## src/rtl/hazard_scoreboard_pkg.sv

```systemverilog
// Shared defaults and helpers for the register hazard scoreboard.
package hazard_pkg;

    localparam int unsigned REG_AW_DEF   = 3;
    localparam int unsigned MAX_LAT_DEF  = 2;
    localparam int unsigned FWD_DIST_DEF = 0;
    localparam int unsigned STALL_CW_DEF = 16;
    localparam int unsigned LAT_W        = 4;

    function automatic int unsigned pend_width(input int unsigned max_lat);
        return $clog2(max_lat + 1);
    endfunction

    // Zero latency is treated as a single-cycle op; oversized latencies clamp to the tracked maximum.
    function automatic logic [LAT_W-1:0] lat_eff(input logic [LAT_W-1:0] lat,
                                                 input int unsigned       max_lat);
        if (lat == '0)
            return LAT_W'(1);
        else if (32'(lat) > max_lat)
            return LAT_W'(max_lat);
        else
            return lat;
    endfunction

endpackage

```

## src/rtl/hazard_scoreboard_if.sv

```systemverilog
// ID-stage request / scoreboard verdict bundle.
interface hazard_scoreboard_if
    import hazard_pkg::*;
#(
    parameter int unsigned REG_AW = REG_AW_DEF
);
    logic              id_valid_i;
    logic [REG_AW-1:0] id_rs1_i;
    logic [REG_AW-1:0] id_rs2_i;
    logic              id_rs1_used_i;
    logic              id_rs2_used_i;
    logic [REG_AW-1:0] id_rd_i;
    logic              id_reg_write_i;
    logic [LAT_W-1:0]  id_lat_i;
    logic              hazard_o;
    logic              issue_o;

    modport master (
        output id_valid_i, id_rs1_i, id_rs2_i, id_rs1_used_i, id_rs2_used_i,
               id_rd_i, id_reg_write_i, id_lat_i,
        input  hazard_o, issue_o
    );

    modport slave (
        input  id_valid_i, id_rs1_i, id_rs2_i, id_rs1_used_i, id_rs2_used_i,
               id_rd_i, id_reg_write_i, id_lat_i,
        output hazard_o, issue_o
    );
endinterface

```

## src/rtl/hazard_scoreboard_entry.sv

```systemverilog
// One register's pending-writeback countdown.
module hazard_sb_entry #(
    parameter int unsigned PW = 2
) (
    input  logic          clk,
    input  logic          rst,
    input  logic          load,
    input  logic [PW-1:0] load_val,
    output logic [PW-1:0] pend,
    output logic          busy
);

    always_ff @(posedge clk or posedge rst) begin
        if (rst)
            pend <= '0;
        else if (load)
            pend <= load_val;
        else if (pend != '0)
            pend <= pend - 1'b1;
    end

    assign busy = |pend;

endmodule

```

## src/rtl/hazard_scoreboard.sv

```systemverilog
// Per-register RAW/WAW scoreboard deciding stall vs issue for the ID stage.
module hazard_scoreboard
    import hazard_pkg::*;
#(
    parameter int unsigned  REG_AW   = REG_AW_DEF,
    parameter int unsigned  MAX_LAT  = MAX_LAT_DEF,
    parameter int unsigned  FWD_DIST = FWD_DIST_DEF,
    parameter int unsigned  STALL_CW = STALL_CW_DEF,
    localparam int unsigned NUM_REGS = 2**REG_AW
) (
    input  logic                clk,
    input  logic                rst,
    hazard_scoreboard_if.slave  id,
    input  logic                stat_clr_i,
    output logic [NUM_REGS-1:0] busy_o,
    output logic [STALL_CW-1:0] stall_cnt_o
);

    localparam int unsigned      PW    = pend_width(MAX_LAT);
    localparam logic [LAT_W-1:0] FWD_V = LAT_W'(FWD_DIST);

    logic [PW-1:0]    pend [NUM_REGS];
    logic [LAT_W-1:0] lat_e;
    logic             raw1;
    logic             raw2;
    logic             waw;
    logic             hazard;
    logic             issue;

    assign lat_e   = lat_eff(id.id_lat_i, MAX_LAT);
    assign pend[0] = '0;
    assign busy_o[0] = 1'b0;

    // Hazards look at the pre-load count, so an instruction never stalls on its own rd.
    always_comb begin
        raw1   = id.id_rs1_used_i && (id.id_rs1_i != '0)
                 && (LAT_W'(pend[id.id_rs1_i]) > FWD_V);
        raw2   = id.id_rs2_used_i && (id.id_rs2_i != '0)
                 && (LAT_W'(pend[id.id_rs2_i]) > FWD_V);
        waw    = id.id_reg_write_i && (id.id_rd_i != '0)
                 && (LAT_W'(pend[id.id_rd_i]) > lat_e);
        hazard = id.id_valid_i && (raw1 || raw2 || waw);
        issue  = id.id_valid_i && !hazard;
    end

    assign id.hazard_o = hazard;
    assign id.issue_o  = issue;

    for (genvar r = 1; r < NUM_REGS; r++) begin : g_entry
        logic ld;
        assign ld = issue && id.id_reg_write_i && (id.id_rd_i == REG_AW'(r));

        hazard_sb_entry #(.PW(PW)) u_entry (
            .clk      (clk),
            .rst      (rst),
            .load     (ld),
            .load_val (PW'(lat_e)),
            .pend     (pend[r]),
            .busy     (busy_o[r])
        );
    end

    always_ff @(posedge clk or posedge rst) begin
        if (rst)
            stall_cnt_o <= '0;
        else if (stat_clr_i)
            stall_cnt_o <= '0;
        else if (hazard && (stall_cnt_o != '1))
            stall_cnt_o <= stall_cnt_o + 1'b1;
    end

endmodule

```

## src/flat_wrapper.sv

```systemverilog
// flat-port wrapper written by rule: the top's interface ports become plain ports
module hazard_scoreboard_flat import hazard_pkg::*;
#(
    parameter int unsigned  REG_AW   = REG_AW_DEF,
    parameter int unsigned  MAX_LAT  = MAX_LAT_DEF,
    parameter int unsigned  FWD_DIST = FWD_DIST_DEF,
    parameter int unsigned  STALL_CW = STALL_CW_DEF,
    localparam int unsigned NUM_REGS = 2**REG_AW
)
  (clk, rst, stat_clr_i, busy_o, stall_cnt_o, id_id_valid_i, id_id_rs1_i, id_id_rs2_i, id_id_rs1_used_i, id_id_rs2_used_i, id_id_rd_i, id_id_reg_write_i, id_id_lat_i, id_hazard_o, id_issue_o);
  hazard_scoreboard_if #(.REG_AW(REG_AW)) id_i ();
  input  logic clk;
  input  logic rst;
  input  logic stat_clr_i;
  output logic [NUM_REGS-1:0] busy_o;
  output logic [STALL_CW-1:0] stall_cnt_o;
  input wire logic [$bits(id_i.id_valid_i)-1:0] id_id_valid_i;
  input wire logic [$bits(id_i.id_rs1_i)-1:0] id_id_rs1_i;
  input wire logic [$bits(id_i.id_rs2_i)-1:0] id_id_rs2_i;
  input wire logic [$bits(id_i.id_rs1_used_i)-1:0] id_id_rs1_used_i;
  input wire logic [$bits(id_i.id_rs2_used_i)-1:0] id_id_rs2_used_i;
  input wire logic [$bits(id_i.id_rd_i)-1:0] id_id_rd_i;
  input wire logic [$bits(id_i.id_reg_write_i)-1:0] id_id_reg_write_i;
  input wire logic [$bits(id_i.id_lat_i)-1:0] id_id_lat_i;
  output wire logic [$bits(id_i.hazard_o)-1:0] id_hazard_o;
  output wire logic [$bits(id_i.issue_o)-1:0] id_issue_o;
  assign id_i.id_valid_i = id_id_valid_i;
  assign id_i.id_rs1_i = id_id_rs1_i;
  assign id_i.id_rs2_i = id_id_rs2_i;
  assign id_i.id_rs1_used_i = id_id_rs1_used_i;
  assign id_i.id_rs2_used_i = id_id_rs2_used_i;
  assign id_i.id_rd_i = id_id_rd_i;
  assign id_i.id_reg_write_i = id_id_reg_write_i;
  assign id_i.id_lat_i = id_id_lat_i;
  assign id_hazard_o = id_i.hazard_o;
  assign id_issue_o = id_i.issue_o;
  hazard_scoreboard #(.REG_AW(REG_AW), .MAX_LAT(MAX_LAT), .FWD_DIST(FWD_DIST), .STALL_CW(STALL_CW)) u_core (.clk(clk), .rst(rst), .id(id_i), .stat_clr_i(stat_clr_i), .busy_o(busy_o), .stall_cnt_o(stall_cnt_o));
endmodule
```

## config.mk

```make
export PLATFORM = sky130hd
export DESIGN_NAME = hazard_scoreboard_flat
export DESIGN_NICKNAME = d
export VERILOG_FILES = /design/src/rtl/hazard_scoreboard_pkg.sv /design/src/rtl/hazard_scoreboard_if.sv /design/src/rtl/hazard_scoreboard_entry.sv /design/src/rtl/hazard_scoreboard.sv /design/src/flat_wrapper.sv
export SDC_FILE = /design/constraint.sdc
export NUM_CORES = 1
export LEC_CHECK = 0
export BUFFER_PORTS_ARGS = -buffer_cell sky130_fd_sc_hd__buf_2
export CORE_UTILIZATION = 55
export CTS_CLUSTER_DIAMETER = 100
export DETAILED_ROUTE_END_ITERATION = 8
export GPL_TIMING_DRIVEN = 1
export PLACE_DENSITY = 0.81
export SYNTH_ARGS = -nofsm -noshare
export SYNTH_HDL_FRONTEND = slang
export SYNTH_HIERARCHICAL = 1
export SYNTH_SLANG_ARGS = --single-unit
```

## constraint.sdc

```tcl
create_clock -name clk -period 3.1 [get_ports clk]
set_clock_uncertainty 0.2 [all_clocks]
set_input_delay 0.155 -clock clk [delete_from_list [all_inputs] [get_ports clk]]
set_output_delay 0.155 -clock clk [all_outputs]
set_load 0.03 [all_outputs]
```

==> results.md <==
* Antenna diodes at 0
* Fin crit period at 2938 ps
* Layout area overhead at 22.90%
* CTS tree: built
* Die area at around 0.0044 mm^2
* Post-route total power at 1.999 mW
* Critical path type: reg2out
* Distinct cells, synth at 46
* Fin cells at 374
* CTS buffer count at 5
* WHS Endpoint: u_core/stall_cnt_o[5]$_DFFE_PP0P_
* Critical Path End Type: primary output
* Crit-path slowest cell: mux4_2
* Hold Path Depth at 2
* Post-DP HPWL at between 4000 and 5000 um
* Synth top area share at approximately a third
* Die Y at between 60 and 70 um
* TritonCTS Sinks at 30
* Synth Instances at between 200 and 300
* RSZ-0062 raised after global routing: false
* Routed wire length per instance at ~14 um
* Post-synthesis sequential area ratio at ~33%
* GRT overflow at 0
* Mapped Nets at roughly 290
* Share of layout cells above drive strength 1 at about a third
* Maxcap violations at 0
* Cells on worst reg2reg path at 11
* Worst hold path class: in2reg
* # Post-CTS Setup Buffers at 0
* DR pass1 iterations at 4
* Gpl congestion at roughly 0.92
* Initial Utilization at about 59%
* Critical Path RT at about 2700 ps
* CTS clock-pin slew for the worst setup and hold paths at 70 ps
* Status: finished clean
* FF-to-FF setup slack at 180 ps
* Drt via density at approximately 5.7
* CP startpoint kind: flip-flop
* PortBufs at 43
* RR Endpoint: u_core/stall_cnt_o[12]$_DFFE_PP0P_
* Antenna-violating nets left at 0
* FF+latch count, synth at 30
* CP max stage delay at between 400 and 500 ps
* VDD IR-drop max at about 500 uV
* Nets@finish at 355
* Power per Cell Area at between 700 and 800 mW/mm^2
* Slew headroom at roughly three fifths
* Initial antenna violation count at 0
* Worst hold start: stat_clr_i
* Worst path most repeated cell: nor2_1
* Max-slew violation count at 0
* IO Count at 46
* Dpl cells at between 300 and 400
* Mapped cell area at 0.002251 mm^2
* Yosys warning count at 6
* Worst-Margin Slew at between 600 and 700 ps
* Starting DRT DRC Count at ~120
* Critical path data arrival time at 2580 ps
* First-pass GRT wire length at 8983 um
* Hold Violations, Final at 0
* Largest net degree at the start of global routing at 21
* Number of global-route vias before repair at 2065
* Chip width at approximately 66 um
* Top post-synthesis cells by area: dfrtp_1, inv_1, ha_1
* Area leader, netlist: dfrtp_1
* Final setup vio count at 0
* Row count at 22
* DRC at 0
* Longest Clk Path Bufs at 2
* H-Tree Level Count at 2
* Worst r2r src: u_core/g_entry[7].u_entry/pend[0]$_DFFE_PP0P_
* Leak at 1.290 nW
* Core Region at ~0.0038 mm^2
* Worst path cell trace: mux4_2 > nor2_1 > nor2_1 > ha_1 > nor2b_1 > o21ai_2 > o31ai_4 > nor2_1 > nand2_2 > inv_1 > clkbuf_4
* Clock Tree Root: clkbuf_8
* Via count at between 2k and 2.5k
* Post-Syn Area per Cell at around 8.6 um^2
* FMAX at around 340 MHz
* Tcrit/Tclk final at 94.78%
* Final TNS setup at 0 ps
* CP max FO at 8
* Clock latency on the worst-skew pair at roughly 280 ps
* GRT Util Overall at 27.40%
* Detailed Route WL at 5404 um
critical path: cells and delay by family (launching register included):
kind / cells / cell delay [ps]
flip-flops: 1 / 410
adder cells (fa/ha/maj): 1 / 280
multiplexers: 1 / 480
AND/OR/NAND/NOR: 5 / 580
buffers and inverters: 2 / 260
AO/OA/AOI/OAI: 2 / 290
worst max-delay path by stage:
| stage | start | end | slack [ps] | cells after the start |
|---|---|---|---|---|
| 5_1_grt | u_core/g_entry[7].u_entry/pend[1]$_DFFE_PP0P_ | id_issue_o | 10 | 11 |
| 6_report | u_core/g_entry[7].u_entry/pend[1]$_DFFE_PP0P_ | id_issue_o | 160 | 11 |
| 3_3_place_gp | u_core/g_entry[7].u_entry/pend[1]$_DFFE_PP0P_ | u_core/g_entry[2].u_entry/pend[1]$_DFFE_PP0P_ | 120 | 13 |
| 3_5_place_dp | u_core/g_entry[7].u_entry/pend[1]$_DFFE_PP0P_ | u_core/g_entry[2].u_entry/pend[1]$_DFFE_PP0P_ | 110 | 13 |
| 2_1_floorplan | id_id_rd_i[1] | u_core/g_entry[2].u_entry/pend[0]$_DFFE_PP0P_ | 170 | 12 |
| 4_1_cts | u_core/g_entry[7].u_entry/pend[1]$_DFFE_PP0P_ | id_issue_o | 8 | 11 |
repair_timing:
item                                    4_1_cts  5_1_grt
hold buffers                                  1        0
gates cloned                                  0        0
endpoints found under the hold margin        30        0
gates resized for setup                       1        6
endpoints found under the setup margin        1       20
synthesized netlist by cell type, drive strengths merged:
cell,number
a211o,1
a21oi,13
a221o,1
a221oi,1
and3,2
and4,1
buf,5
clkbuf,2
conb,1
dfrtp,30
ha,10
inv,36
mux2,3
mux2i,1
mux4,3
nand2,24
nand2b,3
nand3,8
nand4,4
nor2,17
nor2b,17
nor3,12
nor3b,4
nor4,1
nor4b,1
o21ai,22
o21ba,1
o311a,1
o31ai,14
o41a,1
o41ai,1
or3,7
or4,5
xor2,8
kinds of logic (layout without fill, tap and decap cells):
logic type	Yosys count	in the layout	synth area share, %
multiplexers	7	7	4.947
AO/OA/AOI/OAI	56	56	18.62
AND/OR/NAND/NOR	106	106	25.79
adder cells (fa/ha/maj)	10	10	5.559
buffers and inverters	43	108	8.449
other	1	1	0.1666
XOR/XNOR	8	8	3.113
flip-flops	30	30	33.35
per-stage QoR:
step | utilization (%) | cell area, um^2 | hold WS, ps | worst slack, ps
2_1_floorplan | - | 2251 | -303.8 | 169.1
3_3_place_gp | 69.33 | 2634 | -102.1 | 120.2
3_5_place_dp | 69.33 | 2634 | -104.6 | 114.2
4_1_cts | 72.20 | 2743 | 58.06 | 7.952
5_1_grt | 72.83 | 2766 | 70.59 | 13.67
6_report | 72.83 | 2766 | 58.59 | 162.0
power by group:
group          internal [mW]  switching (mW)  total (mW)
clock network          0.179           0.150       0.329
registers              0.502          0.0823       0.585
logic                  0.493           0.593        1.09
total                   1.17           0.826        2.00
layout make-up:
cell class                      count  area (um^2)
Clock buffer                        7        86.33
Clock inverter                      1        5.005
Fill cell                         296         1032
Inverter                           36        135.1
Multi-Input combinational cell    188         1339
Sequential cell                    30        750.7
Tap cell                           48        60.06
Timing Repair Buffer               64        390.4
registers in the layout (all words and copies together), names as in the netlist:
signal                       flops
u_core/stall_cnt_o              16
u_core/g_entry.u_entry/pend     14
per-layer routing:
| metal | vias up | wire length, um | track usage, % |
|---|---|---|---|
| met5 | - | 0 | 0 |
| met4 | 0 | 47 | 9.309 |
| met3 | 6 | 236 | 5.862 |
| met2 | 54 | 2831 | 50.13 |
| met1 | 1012 | 2288 | 31.18 |
| li1 | 1042 | - | - |
cell usage in the layout (no fill, tap or decap), types with 4 or more instances in the layout:
cell type	instances
buf_2	42
inv_1	36
dfrtp_1	30
nand2_1	23
buf_4	19
nor2_1	17
nor2b_1	17
o21ai_0	12
nor3_1	12
ha_1	10
a21oi_1	8
o31ai_2	8
xor2_1	8
o21ai_1	7
nand3_1	7
clkbuf_8	6
or3_2	6
o31ai_1	5
or4_1	5
a21oi_2	5
nor3b_1	4
nand4_1	4
(Power assumes the default switching activity.)
